$ cat config.mk
export PLATFORM = sky130hd
export DESIGN_NAME = row_clear_controller
export DESIGN_NICKNAME = d
export VERILOG_FILES = /design/src/rtl/tetris_pkg.sv /design/src/rtl/score_accumulator.sv /design/src/rtl/row_clear_controller.sv
export SDC_FILE = /design/constraint.sdc
export NUM_CORES = 1
export LEC_CHECK = 0
export ABC_AREA = 1
export ABC_CLOCK_PERIOD_IN_PS = 2500
export BUFFER_PORTS_ARGS = -buffer_cell sky130_fd_sc_hd__buf_2
export CAP_MARGIN = 20
export CORE_MARGIN = 3
export CORE_UTILIZATION = 30
export CTS_BUF_LIST = sky130_fd_sc_hd__clkbuf_8
export CTS_CLUSTER_DIAMETER = 40
export DETAILED_ROUTE_END_ITERATION = 10
export SLEW_MARGIN = 30
export SYNTH_ARGS = -nofsm -noshare
export SYNTH_HDL_FRONTEND = slang
export SYNTH_HIERARCHICAL = 1
export SYNTH_SLANG_ARGS = --single-unit
export TNS_END_PERCENT = 1
$ cat constraint.sdc
create_clock -name Clk -period 2.5 [get_ports Clk]
set_input_delay 0.5 -clock Clk [delete_from_list [all_inputs] [get_ports Clk]]
set_output_delay 0.5 -clock Clk [all_outputs]
set_load 0.05 [all_outputs]
$ cat src/rtl/tetris_pkg.sv
// Shared board geometry, row constants, one-hot controller states and the
// line-count to score-increment table.
package tetris_pkg;

  localparam int ROWS    = 20;
  localparam int COLS    = 8;
  localparam int ROW_AW  = 5;
  localparam int SCORE_W = 8;

  localparam logic [COLS-1:0] FULL_ROW  = 8'hFF;
  localparam logic [COLS-1:0] EMPTY_ROW = 8'h00;

  typedef enum logic [3:0] {
    ST_IDLE = 4'b0001,
    ST_SCAN = 4'b0010,
    ST_FILL = 4'b0100,
    ST_DONE = 4'b1000
  } state_e;

  function automatic logic [3:0] score_increment(input int unsigned lines);
    logic [3:0] inc;
    case (lines)
      0:       inc = 4'd0;
      1:       inc = 4'd1;
      2:       inc = 4'd3;
      3:       inc = 4'd5;
      default: inc = 4'd8;
    endcase
    return inc;
  endfunction

endpackage

$ cat src/rtl/score_accumulator.sv
// Saturating game score: adds the increment for a finished clear pass,
// with a synchronous clear that overrides any same-cycle update.
module score_accumulator #(
  parameter int SCORE_W = 8,
  parameter int LINES_W = 5
) (
  input  logic               Clk,
  input  logic               Reset,
  input  logic               clear_score,
  input  logic               update_en,
  input  logic [LINES_W-1:0] lines,
  output logic [SCORE_W-1:0] score
);
  import tetris_pkg::*;

  localparam int SUM_W = SCORE_W + 1;

  logic [SCORE_W-1:0] score_q, score_d;
  logic [SCORE_W:0]   sum;

  always_comb begin
    sum     = {1'b0, score_q} + SUM_W'(score_increment(int'(lines)));
    score_d = score_q;
    if (clear_score) begin
      score_d = '0;
    end else if (update_en) begin
      score_d = sum[SCORE_W] ? '1 : sum[SCORE_W-1:0];
    end
  end

  always_ff @(posedge Clk or negedge Reset) begin
    if (!Reset) begin
      score_q <= '0;
    end else begin
      score_q <= score_d;
    end
  end

  assign score = score_q;

endmodule

$ cat src/rtl/row_clear_controller.sv
// Clears full board rows after a piece locks: bottom-up scan compacting
// non-full rows downward, zero-fill of vacated top rows, line/score update.
//
// state | meaning
// IDLE  | waiting for start
// SCAN  | read row src, move it to dst unless full
// FILL  | write empty rows from dst to the top
// DONE  | pulse done, latch line count, update score
module row_clear_controller #(
  parameter int ROWS    = tetris_pkg::ROWS,
  parameter int COLS    = tetris_pkg::COLS,
  parameter int ROW_AW  = tetris_pkg::ROW_AW,
  parameter int SCORE_W = tetris_pkg::SCORE_W
) (
  input  logic               Clk,
  input  logic               Reset,
  input  logic               start,
  input  logic               clear_score,
  output logic [ROW_AW-1:0]  rd_row,
  input  logic [COLS-1:0]    rd_data,
  output logic               wr_en,
  output logic [ROW_AW-1:0]  wr_row,
  output logic [COLS-1:0]    wr_data,
  output logic               busy,
  output logic               done,
  output logic [ROW_AW-1:0]  lines_cleared,
  output logic [SCORE_W-1:0] score
);
  import tetris_pkg::*;

  localparam logic [ROW_AW-1:0] LAST_ROW = ROW_AW'(ROWS - 1);
  localparam logic [ROW_AW:0]   ROWS_EXT = (ROW_AW + 1)'(ROWS);
  localparam logic [COLS-1:0]   ROW_ONES = '1;

  state_e            state_q, state_d;
  logic [ROW_AW-1:0] src_q, src_d;
  logic [ROW_AW-1:0] dst_q, dst_d;
  logic [ROW_AW-1:0] cnt_q, cnt_d;
  logic [ROW_AW-1:0] lines_q, lines_d;
  logic              row_full;

  always_comb begin
    state_d  = state_q;
    src_d    = src_q;
    dst_d    = dst_q;
    cnt_d    = cnt_q;
    lines_d  = lines_q;
    rd_row   = '0;
    wr_en    = 1'b0;
    wr_row   = '0;
    wr_data  = '0;
    busy     = 1'b0;
    done     = 1'b0;
    row_full = (rd_data == ROW_ONES);

    case (state_q)
      ST_IDLE: begin
        if (start) begin
          state_d = ST_SCAN;
          src_d   = '0;
          dst_d   = '0;
          cnt_d   = '0;
        end
      end
      ST_SCAN: begin
        busy   = 1'b1;
        rd_row = src_q;
        if (row_full) begin
          cnt_d = cnt_q + 1'b1;
        end else begin
          // a row already in place needs no rewrite
          wr_en   = (dst_q != src_q);
          wr_row  = dst_q;
          wr_data = rd_data;
          dst_d   = dst_q + 1'b1;
        end
        src_d = src_q + 1'b1;
        if (src_q == LAST_ROW) begin
          state_d = ({1'b0, dst_d} < ROWS_EXT) ? ST_FILL : ST_DONE;
        end
      end
      ST_FILL: begin
        busy    = 1'b1;
        wr_en   = 1'b1;
        wr_row  = dst_q;
        wr_data = EMPTY_ROW;
        dst_d   = dst_q + 1'b1;
        if (dst_q == LAST_ROW) begin
          state_d = ST_DONE;
        end
      end
      ST_DONE: begin
        busy    = 1'b1;
        done    = 1'b1;
        lines_d = cnt_q;
        state_d = ST_IDLE;
      end
      default: state_d = ST_IDLE;
    endcase
  end

  always_ff @(posedge Clk or negedge Reset) begin
    if (!Reset) begin
      state_q <= ST_IDLE;
      src_q   <= '0;
      dst_q   <= '0;
      cnt_q   <= '0;
      lines_q <= '0;
    end else begin
      state_q <= state_d;
      src_q   <= src_d;
      dst_q   <= dst_d;
      cnt_q   <= cnt_d;
      lines_q <= lines_d;
    end
  end

  assign lines_cleared = lines_q;

  score_accumulator #(
    .SCORE_W (SCORE_W),
    .LINES_W (ROW_AW)
  ) u_score (
    .Clk         (Clk),
    .Reset       (Reset),
    .clear_score (clear_score),
    .update_en   (done),
    .lines       (cnt_q),
    .score       (score)
  );

endmodule

Word-level counts from Yosys, hierarchy flattened:

Cells that the tools add are included.

* equality and inequality tests: 15
* $mul: 0
* divide/modulo/power cells: 0
* bitwise operators: 0
* add/sub/neg operators: 4
* reductions and logical operators: 9
* shift-type cells: 0
* order comparisons: 1
* multiplexer cells: 25

Operator list (count)
* $mux W8: 5
* $mux W5: 6
* $pmux W5 S2: 3
* $mux W4: 4
* $pmux W4 S4: 1
* $add A5 B1 Y5 const B: 3
* $pmux W5 S3: 1
* $pmux W4 S3: 1
* $eq A5 B2 Y1 const B: 2
* $eq A5 B5 Y1 const B: 2
* $add A8 B4 Y9: 1
* $eq A8 B8 Y1 const B: 1
* $ne A2 B2 Y1 const B: 4
* $reduce_and A3 Y1: 2
* $eq A5 B1 Y1 const B: 1
* $logic_not A5 Y1: 1
* $lt A5 B5 Y1 const B: 1
* $ne A5 B5 Y1: 1
* $eq A4 B1 Y1 const B: 1
* $eq A4 B2 Y1 const B: 1
* $eq A4 B3 Y1 const B: 1
* $eq A4 B4 Y1 const B: 1
* $reduce_and A2 Y1: 2
* $reduce_bool A2 Y1: 2
* 4 further kinds: 6

* bits in registers: 32
* memory bits (writable): 0
* logic and storage cells: 60
* bits in read-only memories: 0
* bits in latches: 0
* memories kept: 0

Longest topological paths before layout:

* depth in word-level cells: 7
* depth in mapped cells: 14
* depth with buffers taken out: 14

Modules after synthesis:

Netlist, hierarchy kept.

By module, submodules not included
* row_clear_controller: area each 1550.2 µm², cells an instance 207, instances 1
* score_accumulator: area each 636.9 µm², cells an instance 93, instances 1

Least setup slack after synthesis:

OpenSTA, ideal clock, no wires.

* path kind: reg2out
* start point: reg state_q[0]
* end point: out busy
* arrival time: 1.819 ns
* setup slack: 0.181 ns
* stages on the path, launching flop included: 6
* data required time: 2.000 ns
* cell sequence: dfstp_2 inv_1 nand2_1 nor3_4 inv_1 nand3_1

* word-level cells in the longest chain between the ends: 3

RTL lines
* start: declaration: RTL line row_clear_controller.sv:35 `state_e state_q, state_d;`
* start signal: assignment: RTL line row_clear_controller.sv:110 `state_q <= state_d;`
* $eq A4 B3 Y1 (tied with other cells): RTL line row_clear_controller.sv:56 `case (state_q)`
* $reduce_or A3 Y1 (no line) *
* $mux W1 *: RTL line row_clear_controller.sv:56
* end: declaration: RTL line row_clear_controller.sv:24 `output logic busy,`

Every way passes the cells marked *; elsewhere a longest branch is shown, timed or not.

Worst setup path in the final report:

* start point: reg state_q[2]
* end point: out wr_en

* word-level cells in the longest chain between the ends: 2

RTL lines
* $eq A4 B3 Y1 or $eq A4 B2 Y1 (tied branches): RTL line row_clear_controller.sv:56
* $pmux W1 S2 *: RTL line row_clear_controller.sv:56
* end: declaration: RTL line row_clear_controller.sv:21 `output logic wr_en,`

Marks and branches as above.

==> results.ini <==
[synthesis]
yosysSeqAreaShare = 0.367
synth_top_family_by_area = simple AND/OR/NAND/NOR gates
synth_top_area_cell = dfrtp_1
yosys_warnings = 6
ys_types = 34
synthSimpleGateAreaFrac = 0.370
synth-compound-area-share = 0.0870
synthAdderAreaFrac = 0.0492
synthCells = 300
syn-num-nets = 320
syn_avg_cell_area_um2 = 7.29
netlist.area_leader.share = 0.355
synthMuxAreaShare = 0
ys_ff_latch = 32
synth_area_leaders = dfrtp_1, nand2_1, inv_1
synth.cell_area_mm2 = 0.00219
synth-xor-area-share = 0.0400

[pwr]
leakagePower_nw = 1.43
peakVddDrop_mv = 0.290
pwr-share-comb = 0.362
swShare = 0.412
pwr_density_cell_mw_per_mm2 = 633
seqPwrFrac = 0.374
total_power_mw = 1.66
p_int_mw = 0.979
switchingPower_mw = 0.685
clkPwrFrac = 0.264

[outcome]
status = completed

[sta]
rsz0062_at_grt = false
setup_tns_ps = 0
period_needed_ps = 2300
setup_viol = 0
slew_violations = 0
worstMarginPinSlew_ps = 720
final.setup_skew_ps = 4.21
relSlewSlack = 0.520
period_share = 0.919
max_freq_ghz = 0.435
holdWs_ps = 270
hold_viol_final = 0

[placement]
postPlaceCellArea_mm2 = 0.00252
portBuffers = 45
dp_hpwl_um = 3860
globalplace.congestion = 0.811

[drt]
drt_pass1_iterations = 4
viasPerCell = 4.59
routed_wl_um = 4950
wl_per_cell_um = 11.1
via_count = 2048
drc_errors = 0
drtIter0Drc = 76
ant_nets = 0

[global_routing]
track_usage = 0.126
grt_pass1_wl_um = 8720
grt_max_degree = 33
grt_pass1_vias = 1944
antenna_found_initial = 0
grt-ovfl-total = 0

[clocking]
clk-insertion-delay-late_ps = 280
clkTransAtPathRegs_ps = 70
cts.sinks = 32
cts.path.max_buffers = 2
clockRootBuffer = clkbuf_8
cts_tree = built
cts-htree-levels = 2
cts_buffers = 5

[hold_path]
hold_path_class = in2async

[critical_path]
crit_arrival_ps = 1800
worstSetupStartpointType = flop
worst-path-buf-inv = 3
r2r_end = u_score/score[6]
cp_top_family = simple AND/OR/NAND/NOR gates
worst_ep_required_time_ps = 2000
max_stage_delay_ps = 440
crit_type = reg2out
cp_cell_sequence = nor2_4 > inv_2 > nor2_8 > nand2_4 > nand2_1 > o21ai_0 > inv_1 > clkbuf_4
cp_num_cells = 8
reg2reg_slack_ps = 310
cp_max_fo = 14
r2r-start = cnt_q[3]
rr_worst_depth = 11
cpMaxStageDelayCell = dfrtp_1
crit_path_end_kind = output pin

[cells_and_area]
nFillCells = 734
fin_util = 0.378
layout-drive-gt1-share = 0.229
area_growth_pct = 20.1
diodes = 0
final_nets = 370
post-route-cell-area_mm2 = 0.00263

[floorplanning]
die-area_mm2 = 0.00835
ioPinCount = 46
die_h_um = 91.4
std_cell_rows = 30
initial_utilization = 0.315
core_mm2 = 0.00694
die_w_um = 91.4

[job]
drv_cap = 0

## per-stage QoR
step	setup slack (ps)	cells
final	203	446
after global routing	14.0	446
after CTS	75.4	446
after detailed placement	334	439
after global placement	332	439
after floorplan	181	300
## registers in the layout, indices dropped and copies added (netlist names)
name / cells
state_q: 4
lines_cleared: 5
cnt_q: 5
u_score/score: 8
dst_q: 5
src_q: 5
## what timing repair did
| action | CTS | global route |
|---|---|---|
| gates resized for setup | 0 | 3 |
| endpoints found under the hold margin | 0 | 0 |
| hold buffers | 0 | 0 |
| setup buffers | 0 | 0 |
| endpoints found under the setup margin | 0 | 4 |
## logic make-up (layout without fill, tap and decap cells)
logic type	Yosys count	after routing
AND/OR/NAND/NOR	169	169
buffers and inverters	48	98
AO/OA/AOI/OAI	33	33
flip-flops	32	32
XOR/XNOR	10	10
adder cells (fa/ha/maj)	8	8
## routing by layer
metal	GRT usage	part of all wire	wire, um	vias to the layer above
met2	0.207	0.46	2270	57
li1	-	-	-	1052
met4	0.0402	0.012	61	0
met3	0.0315	0.059	291	6
met1	0.160	0.47	2330	933
met5	0	0	0	-
## cells in the mapped netlist
cell and n:
o21ai_2 2, fa_1 1, dfrtp_1 31, nor2_4 2
o211ai_1 2, buf_2 2, ha_1 7, inv_2 3
nor2_8 1, buf_6 1, nand3_2 1, xor2_1 8
or2_1 2, o22ai_1 1, o21ai_1 1, nand2_2 5
nand2_1 80, inv_1 42, nand3_1 28, nand3_4 1
nor3_4 2, nand3b_1 2, nand4_1 4, xnor2_1 2
o32ai_1 1, nor2_2 3, nand2_4 2, nor2_1 32
or2_2 1, dfstp_2 1, o21ai_0 13, nor3_1 3
a21oi_1 11, a21oi_2 2
## worst max-delay path by stage
| stage | start | end | slack, ps |
|---|---|---|---|
| after detailed placement | rd_data[1] | wr_en | 330 |
| after CTS | state_q[2] | rd_row[0] | 80 |
| after global routing | cnt_q[2] | u_score/score[6] | 10 |
| after floorplan | state_q[0] | busy | 180 |
| after global placement | rd_data[1] | wr_en | 330 |
| final | state_q[2] | wr_en | 200 |
## placed cells by master (no fill, tap or decap), types with 5 or more instances in the layout
cell type / instances
a21oi_1: 11
buf_2: 44
clkbuf_8: 7
dfrtp_1: 31
ha_1: 7
inv_1: 42
nand2_1: 80
nand2_2: 5
nand3_1: 27
nor2_1: 32
o21ai_0: 13
xor2_1: 8
## power groups by stage
stage,registers [mW],clock network (mW),logic [mW]
2_1_floorplan,0.617,0,0.493
3_3_place_gp,0.632,0,0.600
3_5_place_dp,0.632,0,0.605
4_1_cts,0.622,0.449,0.607
5_1_grt,0.633,0.471,0.672
6_report,0.622,0.439,0.603
## layout make-up
cell class	instances	area, um2	area share
clock buffer	7	96.3	0.0367
sequential	32	802	0.305
tap	96	120	0.0457
timing repair buffer	46	235	0.0895
inverter	45	169	0.0643
multi-input combinational	220	1200	0.459
No activity file was read; power rests on OpenSTA's default activity.
